**config.mk**
```make
export PLATFORM = sky130hd
export DESIGN_NAME = semaforo_ctrl_flat
export DESIGN_NICKNAME = d
export VERILOG_FILES = /design/src/rtl/semaforo_ctrl_if.sv /design/src/rtl/semaforo_ctrl.sv /design/src/flat_wrapper.sv
export SDC_FILE = /design/constraint.sdc
export NUM_CORES = 1
export LEC_CHECK = 0
export BUFFER_PORTS_ARGS = -buffer_cell sky130_fd_sc_hd__buf_2
export CAP_MARGIN = 20
export CORE_MARGIN = 3
export CORE_UTILIZATION = 55
export DETAILED_ROUTE_END_ITERATION = 6
export PLACE_DENSITY = 0.78
export SLEW_MARGIN = 40
export SYNTH_ARGS = -nofsm -noshare
export SYNTH_HDL_FRONTEND = slang
export SYNTH_SLANG_ARGS = --single-unit
```
**constraint.sdc**
```tcl
create_clock -name clock -period 4.65 [get_ports clock]
set_input_delay 0.465 -clock clock [delete_from_list [all_inputs] [get_ports clock]]
set_output_delay 0.465 -clock clock [all_outputs]
set_load 0.05 [all_outputs]
```
**src/rtl/semaforo_ctrl_if.sv**
```systemverilog
// rtl/semaforo_ctrl_if.sv - timer, request and lamp signals of the traffic light controller
interface semaforo_ctrl_if;
  logic       tempo_zero;
  logic       tempo_15;
  logic       botao;
  logic       casoEsp;
  logic       carregar;
  logic [1:0] dez_preset;
  logic [3:0] unid_preset;
  logic [2:0] luz_a;
  logic [2:0] luz_b;
  logic       pedestre;

  modport master (
    input  tempo_zero, tempo_15, botao, casoEsp,
    output carregar, dez_preset, unid_preset, luz_a, luz_b, pedestre
  );

  modport slave (
    output tempo_zero, tempo_15, botao, casoEsp,
    input  carregar, dez_preset, unid_preset, luz_a, luz_b, pedestre
  );
endinterface

```
**src/rtl/semaforo_ctrl.sv**
```systemverilog
// rtl/semaforo_ctrl.sv - two-road traffic light FSM with pedestrian shortening and night blink
module semaforo_ctrl (
  input  logic              clock,
  input  logic              reset_n,
  semaforo_ctrl_if.master   bus
);
  typedef enum logic [2:0] {
    VERDE_A   = 3'd0,
    AMARELO_A = 3'd1,
    VERDE_B   = 3'd2,
    AMARELO_B = 3'd3,
    NOITE     = 3'd4
  } state_t;

  state_t     state_q, state_d;
  logic       carregar_q, carregar_d;
  logic [1:0] dez_q, dez_d;
  logic [3:0] unid_q, unid_d;
  logic [2:0] luz_a_q, luz_a_d;
  logic [2:0] luz_b_q, luz_b_d;
  logic       pedestre_q, pedestre_d;
  logic       pedido_q, pedido_d;
  logic       passou15_q, passou15_d;
  logic       pisca_q, pisca_d;
  logic       ign_q, ign_d;
  logic       tz, t15, enter;

  // Timer flags are stale during a load cycle and the cycle after it.
  assign tz  = bus.tempo_zero & ~carregar_q & ~ign_q;
  assign t15 = bus.tempo_15   & ~carregar_q & ~ign_q;

  always_comb begin
    state_d    = state_q;
    carregar_d = 1'b0;
    dez_d      = dez_q;
    unid_d     = unid_q;
    pedido_d   = pedido_q;
    passou15_d = passou15_q;
    pisca_d    = pisca_q;
    ign_d      = carregar_q;
    enter      = 1'b0;
    luz_a_d    = 3'b001;
    luz_b_d    = 3'b100;
    pedestre_d = 1'b0;

    if (state_q != NOITE && bus.botao) pedido_d = 1'b1;
    if (t15) passou15_d = 1'b1;

    case (state_q)
      VERDE_A, AMARELO_A, VERDE_B, AMARELO_B: begin
        if (bus.casoEsp) begin
          state_d = NOITE;
          enter   = 1'b1;
        end else if (tz) begin
          enter = 1'b1;
          case (state_q)
            VERDE_A:   state_d = AMARELO_A;
            AMARELO_A: state_d = VERDE_B;
            VERDE_B:   state_d = AMARELO_B;
            default:   state_d = VERDE_A;
          endcase
        end else if (state_q == VERDE_A && (pedido_q || bus.botao) && !passou15_q
                     && !t15 && !carregar_q) begin
          carregar_d = 1'b1;
          dez_d      = 2'd1;
          unid_d     = 4'd5;
          passou15_d = 1'b1;
        end
      end
      NOITE: begin
        if (!bus.casoEsp) begin
          state_d = AMARELO_A;
          enter   = 1'b1;
        end else begin
          pisca_d = ~pisca_q;
        end
      end
      default: begin
        state_d = VERDE_A;
        enter   = 1'b1;
      end
    endcase

    if (enter) begin
      carregar_d = 1'b1;
      pisca_d    = (state_d == NOITE);
      if (state_d == VERDE_A) passou15_d = 1'b0;
      if (state_d == VERDE_B || state_d == NOITE) pedido_d = 1'b0;
      case (state_d)
        VERDE_A, VERDE_B:     begin dez_d = 2'd3; unid_d = 4'd0; end
        AMARELO_A, AMARELO_B: begin dez_d = 2'd0; unid_d = 4'd5; end
        default:              begin dez_d = 2'd0; unid_d = 4'd0; end
      endcase
    end

    case (state_d)
      AMARELO_A: begin luz_a_d = 3'b010; luz_b_d = 3'b100; end
      VERDE_B:   begin luz_a_d = 3'b100; luz_b_d = 3'b001; pedestre_d = 1'b1; end
      AMARELO_B: begin luz_a_d = 3'b100; luz_b_d = 3'b010; end
      NOITE:     begin luz_a_d = {1'b0, pisca_d, 1'b0}; luz_b_d = {1'b0, pisca_d, 1'b0}; end
      default:   begin luz_a_d = 3'b001; luz_b_d = 3'b100; end
    endcase
  end

  always_ff @(posedge clock or negedge reset_n) begin
    if (!reset_n) begin
      state_q    <= VERDE_A;
      carregar_q <= 1'b1;
      dez_q      <= 2'd3;
      unid_q     <= 4'd0;
      luz_a_q    <= 3'b001;
      luz_b_q    <= 3'b100;
      pedestre_q <= 1'b0;
      pedido_q   <= 1'b0;
      passou15_q <= 1'b0;
      pisca_q    <= 1'b0;
      ign_q      <= 1'b0;
    end else begin
      state_q    <= state_d;
      carregar_q <= carregar_d;
      dez_q      <= dez_d;
      unid_q     <= unid_d;
      luz_a_q    <= luz_a_d;
      luz_b_q    <= luz_b_d;
      pedestre_q <= pedestre_d;
      pedido_q   <= pedido_d;
      passou15_q <= passou15_d;
      pisca_q    <= pisca_d;
      ign_q      <= ign_d;
    end
  end

  assign bus.carregar    = carregar_q;
  assign bus.dez_preset  = dez_q;
  assign bus.unid_preset = unid_q;
  assign bus.luz_a       = luz_a_q;
  assign bus.luz_b       = luz_b_q;
  assign bus.pedestre    = pedestre_q;
endmodule

```
**src/flat_wrapper.sv**
```systemverilog
// flat-port wrapper written by rule: the top's interface ports become plain ports
module semaforo_ctrl_flat 
  (clock, reset_n, bus_tempo_zero, bus_tempo_15, bus_botao, bus_casoEsp, bus_carregar, bus_dez_preset, bus_unid_preset, bus_luz_a, bus_luz_b, bus_pedestre);
  semaforo_ctrl_if bus_i ();
  input  logic clock;
  input  logic reset_n;
  input wire logic [$bits(bus_i.tempo_zero)-1:0] bus_tempo_zero;
  input wire logic [$bits(bus_i.tempo_15)-1:0] bus_tempo_15;
  input wire logic [$bits(bus_i.botao)-1:0] bus_botao;
  input wire logic [$bits(bus_i.casoEsp)-1:0] bus_casoEsp;
  output wire logic [$bits(bus_i.carregar)-1:0] bus_carregar;
  output wire logic [$bits(bus_i.dez_preset)-1:0] bus_dez_preset;
  output wire logic [$bits(bus_i.unid_preset)-1:0] bus_unid_preset;
  output wire logic [$bits(bus_i.luz_a)-1:0] bus_luz_a;
  output wire logic [$bits(bus_i.luz_b)-1:0] bus_luz_b;
  output wire logic [$bits(bus_i.pedestre)-1:0] bus_pedestre;
  assign bus_i.tempo_zero = bus_tempo_zero;
  assign bus_i.tempo_15 = bus_tempo_15;
  assign bus_i.botao = bus_botao;
  assign bus_i.casoEsp = bus_casoEsp;
  assign bus_carregar = bus_i.carregar;
  assign bus_dez_preset = bus_i.dez_preset;
  assign bus_unid_preset = bus_i.unid_preset;
  assign bus_luz_a = bus_i.luz_a;
  assign bus_luz_b = bus_i.luz_b;
  assign bus_pedestre = bus_i.pedestre;
  semaforo_ctrl u_core (.clock(clock), .reset_n(reset_n), .bus(bus_i));
endmodule
```
Word level (Yosys, flattened, before mapping)
Cells that the tools add are included.
{"block": "word_totals", "output_inout_bits": 14, "inputBits": 6, "ff_bits": 21, "elab_cells": 90}
{"block": "classes", "reduce_logical": 19, "bitwise": 7, "muxes": 42, "n_eq_ne": 11}
{"op": "2-to-1 mux 1 bit", "n": 22}
{"op": "2-to-1 mux 4 bit", "n": 5}
{"op": "case mux 3 bit (3 select lines)", "n": 2}
{"op": "equality test 3 x 2 -> 1 bit, second input constant", "n": 4}
{"op": "2-to-1 mux 2 bit", "n": 6}
{"op": "2-to-1 mux 3 bit", "n": 4}
{"op": "equality test 3 x 1 -> 1 bit, second input constant", "n": 2}
{"op": "equality test 3 bit, second input constant", "n": 2}
{"op": "zero test 3 bit", "n": 2}
{"op": "case mux 2 bit (3 select lines)", "n": 1}
{"op": "case mux 3 bit (2 select lines)", "n": 1}
{"op": "OR reduction 2 bit", "n": 3}
{"op": "logical AND 1 bit", "n": 5}
{"op": "AND 1 bit", "n": 4}
{"op": "AND reduction 4 bit", "n": 1}
{"op": "nonzero test 2 bit", "n": 2}
{"op": "OR reduction 4 bit", "n": 1}
{"op": "zero test 1 bit", "n": 3}
{"op": "!= test 3 bit, second input constant", "n": 1}
{"op": "inverter 1 bit", "n": 3}
{"op": "logical OR 1 bit", "n": 2}
{"op": "!= test 2 x 1 -> 1 bit, second input constant", "n": 1}
{"op": "!= test 2 bit, second input constant", "n": 1}
{"op": "case mux 1 bit (2 select lines)", "n": 1}

Logic depth before layout (Yosys ltp)
{"block": "depth", "depth_word": 12, "depth_mapped": 6, "ltp_nobuf": 4}

Worst setup path before layout
Ideal clock, no wire load.
{"block": "synth_path", "path_kind": "reg-to-reg", "from": "reg u_core.carregar_q, in the netlist u_core.bus.carregar", "to": "reg u_core.dez_q[1], in the netlist u_core.bus.dez_preset[1]", "arrival_time_ps": 1875, "period_less_slack_ps": 1958, "path_stages_with_launch": 5, "required_time_ps": 4567, "setup_ps": 83, "path_slack_ps": 2692, "cell_sequence": "dfstp_2 > or4_4 > a2111o_1 > and3_4 > a221o_1"}
{"block": "synth_via", "elab_chain_len": 10, "elab_cells_between_ends": 25, "cone_classes": "eq/ne: 3; mux: 8; bitwise: 5; reduce/logical: 9"}
{"element": "from (decl)", "line": "semaforo_ctrl.sv:16", "source": "logic carregar_q, carregar_d;"}
{"element": "from (signal assigned)", "line": "semaforo_ctrl.sv:120", "source": "carregar_q <= carregar_d;"}
{"element": "inverter 1 bit", "line": "semaforo_ctrl.sv:29, semaforo_ctrl.sv:30"}
{"element": "AND 1 bit (2 in series)", "line": "semaforo_ctrl.sv:29", "source": "assign tz = bus.tempo_zero & ~carregar_q & ~ign_q;"}
{"element": "2-to-1 mux 3 bit", "line": "semaforo_ctrl.sv:54", "source": "end else if (tz) begin"}
{"element": "2-to-1 mux 3 bit", "line": "semaforo_ctrl.sv:51", "source": "if (bus.casoEsp) begin"}
{"element": "case mux 3 bit (2 select lines)", "line": "semaforo_ctrl.sv:49", "source": "case (state_q)"}
{"element": "equality test 3 x 2 -> 1 bit / zero test 3 bit (equally long branches)", "line": "semaforo_ctrl.sv:89", "source": "case (state_d)"}
{"element": "OR reduction 2 bit", "line": "semaforo_ctrl.sv:89"}
{"element": "2-to-1 mux 2 bit", "line": "semaforo_ctrl.sv:89"}
{"element": "2-to-1 mux 2 bit", "line": "semaforo_ctrl.sv:84", "source": "if (enter) begin"}
{"element": "to (signal assigned)", "line": "semaforo_ctrl.sv:121", "source": "dez_q <= dez_d;"}
{"element": "to (decl)", "line": "semaforo_ctrl.sv:17", "source": "logic [1:0] dez_q, dez_d;"}
Several ways; a longest one is shown, not always the timed one.
A chain may end at the register's enable or synchronous reset.

Worst setup path after layout
{"block": "layout_path", "from": "reg u_core.state_q[2]", "to": "reg u_core.dez_q[0], in the netlist u_core.bus.dez_preset[0]"}
{"block": "layout_via", "elab_chain_len": 9, "elab_cells_between_ends": 26, "cone_classes": "eq/ne: 7; mux: 8; reduce/logical: 11"}
{"element": "from (decl)", "line": "semaforo_ctrl.sv:15", "source": "state_t state_q, state_d;"}
{"element": "from (signal assigned)", "line": "semaforo_ctrl.sv:119", "source": "state_q <= state_d;"}
{"element": "equality test 3 x 2 -> 1 bit, or another cell as far along", "line": "semaforo_ctrl.sv:49, semaforo_ctrl.sv:56"}
{"element": "case mux 2 bit (3 select lines)", "line": "semaforo_ctrl.sv:56", "source": "case (state_q)"}
{"element": "2-to-1 mux 3 bit", "line": "semaforo_ctrl.sv:54"}
{"element": "2-to-1 mux 3 bit", "line": "semaforo_ctrl.sv:51"}
{"element": "case mux 3 bit (2 select lines)", "line": "semaforo_ctrl.sv:49"}
{"element": "equality test 3 x 2 -> 1 bit / zero test 3 bit (equally long branches)", "line": "semaforo_ctrl.sv:89"}
{"element": "OR reduction 2 bit", "line": "semaforo_ctrl.sv:89"}
{"element": "2-to-1 mux 2 bit", "line": "semaforo_ctrl.sv:89"}
{"element": "2-to-1 mux 2 bit", "line": "semaforo_ctrl.sv:84"}
Several ways; a longest one is shown, not always the timed one.

==> qor.txt <==
Sequential Area: 432 sq um
Slowest stage cell on the critical path: sky130_fd_sc_hd__or4_4
IO Pins: 20
Count of final max-slew check failures: 0
Most common library cell in the layout ignoring fill and taps: sky130_fd_sc_hd__buf_2
Summed area of non-filler cells in the final layout: 935 sq um
Worst-Margin Slew: 0.582 ns
Net count of the finished layout: 109
Number of violations reported at the end of detailed-routing iteration 0: 32
WP data required: 4.83 ns
Die boundary height: 45.4 um
Antenna-violating nets left: 0
Post-layout utilization of the core: 67.6%
Detailed Route WL: 1.71 mm
Maximum number of pins on one net before global-route repair: 18
Start-to-end type of the worst setup path: reg2reg
Area of the mapped netlist: 856 sq um
DRC Markers: 0
Yosys synthesis warning count: 0
RSZ-0062 raised after global routing: false
DP Wirelength: 1.27 mm
Number of port buffers: 17
Cell taking the most area after synthesis: sky130_fd_sc_hd__dfrtp_1
Row cnt: 13
Final setup TNS: 0 ns
Cells traversed along the worst timing path: or4_4 -> a2111o_1 -> and3_4 -> a222oi_1
Buf/Inv on CP: 0
Sequential cell fraction of total power: 48.3%
Placer congestion estimate: 0.861
Register area share after synthesis: 50.4%
Commonest cells after routing, fill and taps aside: 17 x sky130_fd_sc_hd__buf_2, 12 x sky130_fd_sc_hd__dfrtp_1, 11 x sky130_fd_sc_hd__a21oi_1
Number of global-route vias before repair: 666
Peak Freq: 467 MHz
Critical path capture point type: flop
Cell area reported after detailed placement: 907 sq um
Area growth from synthesis to layout: 9.21%
Power, Total: 0.404 mW
Proportion of layout cells with a drive suffix above 1: 31.4%
Overall global routing resource usage: 19.4%
Maximum fanout encountered on the critical timing path: 15
Hold slack: 0.0759 ns
Main area contributors after synthesis: sky130_fd_sc_hd__dfrtp_1 35%, sky130_fd_sc_hd__dfstp_2 15%, sky130_fd_sc_hd__a21oi_1 6.4%
Netlist cell types: 33
Synthesized instance count: 89
Path length in cells of the critical path: 4
Total of fill cells in the finished design: 103
CTS buffer count: 3
Part of the cycle the worst path needs: 46.0%
Max VDD drop: 0.302 mV
Core Region: 1380 sq um
Number of setup violations in the final report: 0
Total inserted antenna cells: 0
CP delay by family, top: simple AND/OR/NAND/NOR gates
End of the worst register-to-register path: u_core.bus.dez_preset[0]$_DFFE_PN1P_
Initial antenna violation count: 0
Floorplan die area: 2070 sq um
Worst slack at placement: 2.54 ns
Average via count per standard cell: 6.13
Number of storage elements in the synthesis netlist: 17
Global-route wire length before repair: 2.89 mm
Total net switching power: 0.160 mW
Routed wirelength normalized by instance count: 14.6 um
Max-cap violations: 0
Number of cells in the design after placement: 113
Minimum clock period after layout: 2.14 ns
Clk sink count: 17
TritonCTS clock tree: done
Leakage component of the power: 0.428 nW
Mean instance size in the synthesized netlist: 9.62 sq um
Clk pwr share: 18.5%
Power per unit of standard cell area: 432 nW/um^2
Number of post-CTS setup repair buffers: 0
Worst-case clock skew: 0.00305 ns
Register-to-register setup slack: 2.51 ns
Switching fraction of total power: 39.5%
Worst min-delay path class: in2async
Starting density of the core: 61.9%
Crit path largest cell delay: 0.57 ns
Startpoint types: flop
Gate power share: 33.3%
Worst Reg-to-Reg Cells: 4
Worst setup margin: 2.51 ns
Via count: 717
Post-synth top area share: 35.1%
Clock slew at the register clock pins of the worst setup and hold paths: 0.09 ns
Area occupied by multi-input gates: 357 sq um
Latest clock arrival within the worst-skew pair: 0.28 ns
Maximum number of buffers from clock root to sink: 2
Final hold violations: 0
P_int: 0.244 mW
Sum of overflow across all layers after global routing: 0
Arrival time of the worst setup path: 2.32 ns
Source of the worst register-to-register timing path: u_core.state_q[2]$_DFF_PN0_
DR pass1 iterations: 4
Die boundary width: 45.4 um
Non-filler instance count after layout: 117
Number of buffers added to fix hold violations after cts: 0
Clock root buffer: sky130_fd_sc_hd__clkbuf_4
Outcome: finished, final reports clean
Relative slew slack: 61.1%
H-Tree Depth: 1
PostCTS Resize Cnt: 0
## registers in the layout, summed over array words and instances (netlist names)
signal	flops
u_core.pisca_q	1
u_core.passou15_q	1
u_core.ign_q	1
u_core.bus.luz_a	3
u_core.bus.unid_preset	1
u_core.bus.carregar	1
u_core.state_q	3
u_core.bus.dez_preset	2
u_core.pedido_q	1
u_core.bus.luz_b	3
## per-layer routing
metal	GRT usage (%)	vias up	wire, um
li1	-	339	-
met1	23.7	342	715
met2	32.0	32	836
met3	7.11	4	145
met4	5.26	0	17
met5	0	-	0
## logic make-up after synthesis
group | count (synthesis) | share of synthesized area (%)
AO/OA/AOI/OAI | 28 | 21.1
AND/OR/NAND/NOR | 28 | 17.7
flip-flops | 17 | 50.4
buffers and inverters | 13 | 8.33
XOR/XNOR | 2 | 2.05
other | 1 | 0.438
## cells in the mapped netlist (all sizes together)
| cell | n |
|---|---|
| or3b | 1 |
| xor2 | 1 |
| a21oi | 11 |
| o22ai | 1 |
| o32ai | 1 |
| nand3b | 1 |
| inv | 4 |
| a211oi | 1 |
| clkbuf | 4 |
| a22o | 1 |
| a221o | 2 |
| o21ai | 5 |
| buf | 5 |
| nor2 | 10 |
| nor4 | 1 |
| or4 | 2 |
| nand2 | 7 |
| a21boi | 1 |
| nor3 | 1 |
| a31oi | 2 |
| nand3 | 2 |
| nor3b | 1 |
| a21o | 1 |
| or2 | 1 |
| dfstp | 5 |
| dfrtp | 12 |
| a2111o | 1 |
| a222oi | 1 |
| xnor2 | 1 |
| conb | 1 |
| and3 | 1 |
## worst max-delay path by stage
stage          slack, ns                     startpoint                              endpoint
4_1_cts             2.51    u_core.state_q[2]$_DFF_PN0_  u_core.bus.dez_preset[1]$_DFFE_PN1P_
3_5_place_dp        2.54    u_core.state_q[2]$_DFF_PN0_  u_core.bus.dez_preset[1]$_DFFE_PN1P_
2_1_floorplan       2.69  u_core.bus.carregar$_DFF_PN1_  u_core.bus.dez_preset[1]$_DFFE_PN1P_
6_report            2.51    u_core.state_q[2]$_DFF_PN0_  u_core.bus.dez_preset[0]$_DFFE_PN1P_
5_1_grt             2.45    u_core.state_q[2]$_DFF_PN0_  u_core.bus.dez_preset[1]$_DFFE_PN1P_
3_3_place_gp        2.62    u_core.state_q[2]$_DFF_PN0_  u_core.bus.dez_preset[1]$_DFFE_PN1P_
## power by group through the flow
stage / clock network (mW) / registers, mW / logic [mW]
global route: 0.0841 / 0.199 / 0.144
finish: 0.0747 / 0.195 / 0.134
detailed placement: 0 / 0.198 / 0.134
global placement: 0 / 0.196 / 0.133
floorplan: 0 / 0.236 / 0.0712
CTS: 0.0782 / 0.195 / 0.135
## worst reg2reg max path, delay by kind of cell (launching register included)
family | cells | cell delay (ns)
AO/OA/AOI/OAI | 2 | 0.71
flip-flops | 1 | 0.54
AND/OR/NAND/NOR | 2 | 0.78
## cell type report
class / count / area share (%)
clock buffer: 3 / 2.41
multi-input combinational: 60 / 38.2
inverter: 4 / 1.61
tap: 15 / 2.01
sequential: 17 / 46.2
clock inverter: 1 / 0.535
timing repair buffer: 17 / 9.10
Note: power is estimated with default switching activity, not from simulation.
